[src/rtl/xadc_drp_cfg_writer_pkg.sv]
// Shared definitions for the XADC DRP configuration writer: register map, table entry type, FSM states.
package xadc_drp_cfg_writer_pkg;

  localparam int unsigned ADDR_W = 7;
  localparam int unsigned DATA_W = 16;
  localparam int unsigned IDX_W  = 4;
  localparam int unsigned TMO_W  = 8;

  // XADC DRP register addresses
  localparam logic [ADDR_W-1:0] DRP_CFG0 = 7'h40;
  localparam logic [ADDR_W-1:0] DRP_CFG1 = 7'h41;
  localparam logic [ADDR_W-1:0] DRP_CFG2 = 7'h42;
  localparam logic [ADDR_W-1:0] DRP_SEQ0 = 7'h48;
  localparam logic [ADDR_W-1:0] DRP_SEQ1 = 7'h49;
  localparam logic [ADDR_W-1:0] DRP_ACQ1 = 7'h4B;

  // Aux channels 6/7/14/15 in SEQ1/ACQ1 bit positions
  localparam logic [DATA_W-1:0] AUX_6_7_14_15 = 16'hC0C0;
  // CFG1 sequencer field = continuous sequence mode
  localparam logic [DATA_W-1:0] CFG1_SEQ_CONT = 16'h2000;
  localparam logic [DATA_W-1:0] CFG1_SEQ_MASK = 16'hF000;
  localparam logic [DATA_W-1:0] FULL_MASK     = 16'hFFFF;

  typedef struct packed {
    logic [ADDR_W-1:0] addr;
    logic [DATA_W-1:0] data;
    logic [DATA_W-1:0] mask;
  } cfg_entry_t;

  typedef enum logic [3:0] {
    ST_WAIT_RST,
    ST_WR,
    ST_WR_WAIT,
    ST_RD,
    ST_RD_WAIT,
    ST_CHECK,
    ST_FIN,
    ST_FAIL,
    ST_IDLE
  } state_e;

  function automatic cfg_entry_t mk_entry(input logic [ADDR_W-1:0] addr,
                                          input logic [DATA_W-1:0] data,
                                          input logic [DATA_W-1:0] mask);
    cfg_entry_t e;
    e.addr = addr;
    e.data = data;
    e.mask = mask;
    return e;
  endfunction

endpackage

[src/rtl/xadc_drp_cfg_writer_rom.sv]
// Fixed XADC configuration table: index -> {DRP address, write data, readback compare mask}.
module xadc_drp_cfg_writer_rom
  import xadc_drp_cfg_writer_pkg::*;
(
  input  logic [IDX_W-1:0] idx_i,
  output cfg_entry_t       entry_o
);

  // Sequencer is enabled last so it only starts once channels and settling are programmed
  always_comb begin
    entry_o = '0;
    case (idx_i)
      4'd0:    entry_o = mk_entry(DRP_CFG0, 16'h0000,      FULL_MASK);
      4'd1:    entry_o = mk_entry(DRP_CFG2, 16'h0400,      FULL_MASK);
      4'd2:    entry_o = mk_entry(DRP_SEQ0, 16'h0000,      FULL_MASK);
      4'd3:    entry_o = mk_entry(DRP_SEQ1, AUX_6_7_14_15, FULL_MASK);
      4'd4:    entry_o = mk_entry(DRP_ACQ1, AUX_6_7_14_15, FULL_MASK);
      4'd5:    entry_o = mk_entry(DRP_CFG1, CFG1_SEQ_CONT, CFG1_SEQ_MASK);
      default: entry_o = '0;
    endcase
  end

endmodule

[src/rtl/xadc_drp_cfg_writer.sv]
// Writes the XADC configuration table over DRP, reads each entry back to verify, then releases the bus.
module xadc_drp_cfg_writer
  import xadc_drp_cfg_writer_pkg::*;
#(
  parameter int unsigned NUM_REGS    = 6,
  parameter int unsigned TIMEOUT_CYC = 255,
  parameter int unsigned START_DLY   = 16
) (
  input  logic              clk,
  input  logic              rst,
  input  logic              start,
  output logic [ADDR_W-1:0] drp_daddr,
  output logic              drp_den,
  output logic              drp_dwe,
  output logic [DATA_W-1:0] drp_di,
  input  logic [DATA_W-1:0] drp_do,
  input  logic              drp_drdy,
  output logic              bus_own,
  output logic              busy,
  output logic              done,
  output logic              error,
  output logic [IDX_W-1:0]  err_idx
);

  localparam logic [TMO_W-1:0] TMO_MAX  = TMO_W'(TIMEOUT_CYC);
  localparam logic [TMO_W-1:0] TMO_LAST = TMO_W'(TIMEOUT_CYC - 1);
  localparam logic [TMO_W-1:0] DLY_LAST = TMO_W'(START_DLY - 1);
  localparam logic [IDX_W-1:0] IDX_LAST = IDX_W'(NUM_REGS - 1);

  state_e            state_q;
  logic [TMO_W-1:0]  cnt_q;
  logic [IDX_W-1:0]  idx_q;
  logic [DATA_W-1:0] rd_q;
  logic [DATA_W-1:0] exp_q;
  logic [ADDR_W-1:0] daddr_q;
  logic              den_q;
  logic              dwe_q;
  logic [DATA_W-1:0] di_q;
  logic              bus_own_q;
  logic              busy_q;
  logic              done_q;
  logic              error_q;
  logic [IDX_W-1:0]  err_idx_q;

  logic [IDX_W-1:0]  rom_idx_c;
  logic [TMO_W-1:0]  tmo_inc_c;
  cfg_entry_t        ent_c;

  // CHECK looks one entry ahead so the next write's address/data can be registered with its den
  assign rom_idx_c = (state_q == ST_CHECK) ? idx_q + IDX_W'(1) : idx_q;
  assign tmo_inc_c = (cnt_q == TMO_MAX) ? cnt_q : cnt_q + TMO_W'(1);

  xadc_drp_cfg_writer_rom u_rom (
    .idx_i   (rom_idx_c),
    .entry_o (ent_c)
  );

  // Table sequencer; outputs are registered on the edge that enters the state they belong to
  always_ff @(posedge clk) begin
    if (rst) begin
      state_q   <= ST_WAIT_RST;
      cnt_q     <= '0;
      idx_q     <= '0;
      rd_q      <= '0;
      exp_q     <= '0;
      daddr_q   <= '0;
      den_q     <= 1'b0;
      dwe_q     <= 1'b0;
      di_q      <= '0;
      bus_own_q <= 1'b1;
      busy_q    <= 1'b1;
      done_q    <= 1'b0;
      error_q   <= 1'b0;
      err_idx_q <= '0;
    end else begin
      den_q <= 1'b0;
      dwe_q <= 1'b0;
      case (state_q)
        ST_WAIT_RST: begin
          if (cnt_q == DLY_LAST) begin
            state_q <= ST_WR;
            den_q   <= 1'b1;
            dwe_q   <= 1'b1;
            daddr_q <= ent_c.addr;
            di_q    <= ent_c.data;
            cnt_q   <= '0;
          end else begin
            cnt_q <= cnt_q + TMO_W'(1);
          end
        end
        ST_WR: begin
          state_q <= ST_WR_WAIT;
          cnt_q   <= tmo_inc_c;
        end
        ST_WR_WAIT: begin
          if (drp_drdy) begin
            state_q <= ST_RD;
            den_q   <= 1'b1;
            cnt_q   <= '0;
          end else if (cnt_q == TMO_LAST) begin
            state_q   <= ST_FAIL;
            error_q   <= 1'b1;
            err_idx_q <= idx_q;
            busy_q    <= 1'b0;
            bus_own_q <= 1'b0;
            daddr_q   <= '0;
          end else begin
            cnt_q <= tmo_inc_c;
          end
        end
        ST_RD: begin
          state_q <= ST_RD_WAIT;
          cnt_q   <= tmo_inc_c;
          exp_q   <= ent_c.data & ent_c.mask;
        end
        ST_RD_WAIT: begin
          if (drp_drdy) begin
            state_q <= ST_CHECK;
            rd_q    <= drp_do & ent_c.mask;
          end else if (cnt_q == TMO_LAST) begin
            state_q   <= ST_FAIL;
            error_q   <= 1'b1;
            err_idx_q <= idx_q;
            busy_q    <= 1'b0;
            bus_own_q <= 1'b0;
            daddr_q   <= '0;
          end else begin
            cnt_q <= tmo_inc_c;
          end
        end
        ST_CHECK: begin
          if (rd_q != exp_q) begin
            state_q   <= ST_FAIL;
            error_q   <= 1'b1;
            err_idx_q <= idx_q;
            busy_q    <= 1'b0;
            bus_own_q <= 1'b0;
            daddr_q   <= '0;
          end else if (idx_q == IDX_LAST) begin
            state_q   <= ST_FIN;
            done_q    <= 1'b1;
            busy_q    <= 1'b0;
            bus_own_q <= 1'b0;
            daddr_q   <= '0;
          end else begin
            state_q <= ST_WR;
            idx_q   <= rom_idx_c;
            den_q   <= 1'b1;
            dwe_q   <= 1'b1;
            daddr_q <= ent_c.addr;
            di_q    <= ent_c.data;
            cnt_q   <= '0;
          end
        end
        ST_FIN, ST_FAIL: begin
          state_q <= ST_IDLE;
        end
        ST_IDLE: begin
          if (start) begin
            state_q   <= ST_WAIT_RST;
            cnt_q     <= '0;
            idx_q     <= '0;
            bus_own_q <= 1'b1;
            busy_q    <= 1'b1;
            done_q    <= 1'b0;
            error_q   <= 1'b0;
          end
        end
        default: begin
          state_q <= ST_IDLE;
        end
      endcase
    end
  end

  assign drp_daddr = daddr_q;
  assign drp_den   = den_q;
  assign drp_dwe   = dwe_q;
  assign drp_di    = di_q;
  assign bus_own   = bus_own_q;
  assign busy      = busy_q;
  assign done      = done_q;
  assign error     = error_q;
  assign err_idx   = err_idx_q;

endmodule

[config.mk]
export PLATFORM = sky130hd
export DESIGN_NAME = xadc_drp_cfg_writer
export DESIGN_NICKNAME = d
export VERILOG_FILES = /design/src/rtl/xadc_drp_cfg_writer_pkg.sv /design/src/rtl/xadc_drp_cfg_writer_rom.sv /design/src/rtl/xadc_drp_cfg_writer.sv
export SDC_FILE = /design/constraint.sdc
export NUM_CORES = 1
export LEC_CHECK = 0
export CAP_MARGIN = 20
export CELL_PAD_IN_SITES_DETAIL_PLACEMENT = 2
export CELL_PAD_IN_SITES_GLOBAL_PLACEMENT = 2
export CORE_UTILIZATION = 31
export DETAILED_ROUTE_END_ITERATION = 16
export GPL_TIMING_DRIVEN = 1
export PLACE_DENSITY = 0.8
export SLEW_MARGIN = 5
export SYNTH_ARGS = -nofsm -noshare
export SYNTH_HDL_FRONTEND = slang
export SYNTH_SLANG_ARGS = --single-unit
export TNS_END_PERCENT = 5
[constraint.sdc]
create_clock -name clk -period 3.1 [get_ports clk]
set_clock_uncertainty 0.15 [all_clocks]
set_input_delay 0.62 -clock clk [delete_from_list [all_inputs] [get_ports clk]]
set_output_delay 0.62 -clock clk [all_outputs]
set_load 0.005 [all_outputs]
==> reports/results.tsv <==
metric	value	unit
status	complete, no violations	
clk_lat worst skew	0.31	ns
pwr dens	311	nW/µm²
vias in the first global route	3132	
crit share post-route	86.2	%
post-synthesis sequential area ratio	32.8	%
vias per cell	5.44	
Avg WL per Cell	17.8	µm
Max stage delay cell, worst path	dfxtp_1	
relative slew slack	40.6	%
Peak supply drop	0.000169	V
setup TNS	0	ns
Worst Hold Class	reg2reg	
count of unique library cells instantiated by Yosys	68	
post-DP HPWL	7320	µm
Final ANT Viol Nets	0	
pre-CTS setup slack	0.178	ns
Num Clock Sinks	52	
Register-to-Register Path Depth	6	
grt ovf	0	
CTS tree	built	
hold path startpoint	error	
DRT Pass-1 Iters	4	
Post-Route WL	9920	µm
Synth warnings	0	
Total Routing Usage GR	19.6	%
root buffer cell	clkbuf_8	
Die W	103	µm
FFs w/ async S/R, synth	0	%
Finished Layout Cells	556	
Hold Path Cell Cnt	2	
share of cells above drive strength 1	10.2	%
Worst R2R Setup Slack	0.43	ns
r2r startpoint	state_q[2]	
via count	3027	
# port buffers	39	
final worst setup slack	0.429	ns
post_cts resized	0	
FF-to-FF End	rd_q[15]	
overall die area	10600	µm²
Post-synth top flop	dfxtp_1	
hold path endpoint	error	
FP Rows	36	
CP Class	reg2reg	
Clock Path Buffers	2	
crit path cell chain	nor4bb_2, nand2_1, a211o_1, and3b_1, a22oi_1, nor2_1	
number of inserted diodes	0	
GP Congestion	0.781	
CTS buffer count	5	
crit path max fanout	17	
Core Footprint	9860	µm²
Slowest Stage Delay on Critical Path	0.68	ns
EDFF count, synth	0	
Post-CTS Setup Bufs	0	
drt drc	0	
final net count	446	
leakage power	0.00124	µW
FF+latch count, synth	52	
hold_buf cts	0	
cell area after synthesis	3170	µm²
Inst Count DP	548	
Hold Vio Cnt, Final	0	
Period minus WS final	2.67	ns
Max-Cap Viols	0	
final core occ	37.6	%
Cells after Synth	398	
CTS clk-pin slew, worst paths	0.11	ns
cell area after layout	3710	µm²
average cell area after synthesis	7.97	µm²
Layout fillers	1119	
Post-Place Cell Area	3610	µm²
total I/O pin count	53	
largest net degree at the start of global routing	36	
initial antenna violation count	0	
setup repair after global routing missed its margin	false	
H-tree level count	2	
Worst Tran Pin Value	0.889	ns
Critical Path AT	2.73	ns
P&R area growth vs syn	16.9	%
final setup vio count	0	
final slew viol count	0	
worst path required time	3.16	ns
Initial Util	32.2	%
Critical Path Source Type	flop	
Crit. End Element	flop	
first-iteration detailed-routing DRC count	81	
die height	103	µm
first-pass GRT wire length	16200	µm
FMAX	374	MHz
-- sequential cells by signal, indices dropped and copies added, names as in the netlist --
signal     count
busy           1
cnt_q          8
done           1
drp_daddr      4
drp_den        1
drp_di         3
drp_dwe        1
err_idx        4
error          1
exp_q          4
idx_q          4
rd_q          16
state_q        4
-- critical path: cells and delay by family, from the launching register on --
family	cells	cell delay [ns]
AO/OA/AOI/OAI	2	0.56
flip-flops	1	0.68
AND/OR/NAND/NOR	4	1.19
-- where the power goes --
group          internal (µW)  total, µW  switching, µW  leakage (µW)
clock network            166        424            258     0.0000452
logic                   28.9       57.2           28.3      0.000780
registers                670        673           3.33      0.000419
total                    864       1150            290       0.00124
-- cells in the mapped netlist (6+ instances only) --
| master | count | area, µm² |
|---|---|---|
| inv_1 | 10 | 37.5 |
| nand3_1 | 11 | 55.1 |
| o21ai_0 | 15 | 75.1 |
| nor2_1 | 61 | 229 |
| a211oi_1 | 6 | 45.0 |
| nand2b_1 | 7 | 43.8 |
| buf_2 | 7 | 35.0 |
| buf_4 | 18 | 135 |
| a21oi_1 | 25 | 125 |
| nor3_1 | 14 | 70.1 |
| or3_1 | 7 | 43.8 |
| mux2i_1 | 9 | 90.1 |
| dfxtp_1 | 52 | 1040 |
| clkbuf_1 | 17 | 63.8 |
| a22oi_1 | 17 | 128 |
| nand2_1 | 14 | 52.6 |
-- worst max path at each step --
stage	from	end	slack, ns
global route	cnt_q[0]	drp_daddr[1]	0.32
global placement	drp_drdy	cnt_q[3]	0.28
detailed placement	start	cnt_q[7]	0.18
finish	state_q[2]	rd_q[15]	0.43
floorplan	idx_q[1]	rd_q[12]	0.71
CTS	state_q[2]	rd_q[15]	0.45
-- cell families (layout without fill, tap and decap cells) --
family,after synthesis,count (layout),synth area share (%)
adders and majority gates,5,5,1.89
AOI/OAI and AO/OA,110,110,24.8
DFF,52,52,32.8
and+or+nand+nor,156,156,25.9
muxes,10,10,3.20
buffers and inverters,56,69,9.07
other,1,13,0.118
xor gates and xnor gates,8,8,2.21
-- layout make-up --
class                   instances  area (µm²)  area share [%]
clock inverters                 3        25.0           0.675
well taps                     133         166            4.49
multi-input cells             302        1890            51.1
repair buffers                 51         475            12.8
flip-flops and latches         52        1040            28.1
clock buffers                   5        68.8            1.86
inverters                      10        37.5            1.01
-- placed cells by master, fill, tap and decap left out, drive strengths merged, types with 7 or more instances in the layout --
cell           count
dfxtp             52
nor3              14
nand2b             7
nor2              64
inv               12
a22oi             17
nand3             13
conb              13
o21ai             21
or3                7
buf               13
mux2i              9
a21oi             29
nand2             14
clkdlybuf4s50     38
-- through the flow --
step | power, µW | hold slack, ns
2_1_floorplan | 724 | 0.292
3_3_place_gp | 744 | 0.287
3_5_place_dp | 746 | 0.323
4_1_cts | 1170 | 0.338
5_1_grt | 1200 | 0.363
6_report | 1150 | 0.325
-- layer usage --
metal,vias to the layer above,global-route usage (%),routed length (µm)
met1,1513,24.6,4480
met2,50,35.2,5030
met4,0,5.20,121
met3,11,2.44,290
li1,1453,-,-
met5,-,0,0
No activity file was read; power rests on OpenSTA's default activity.
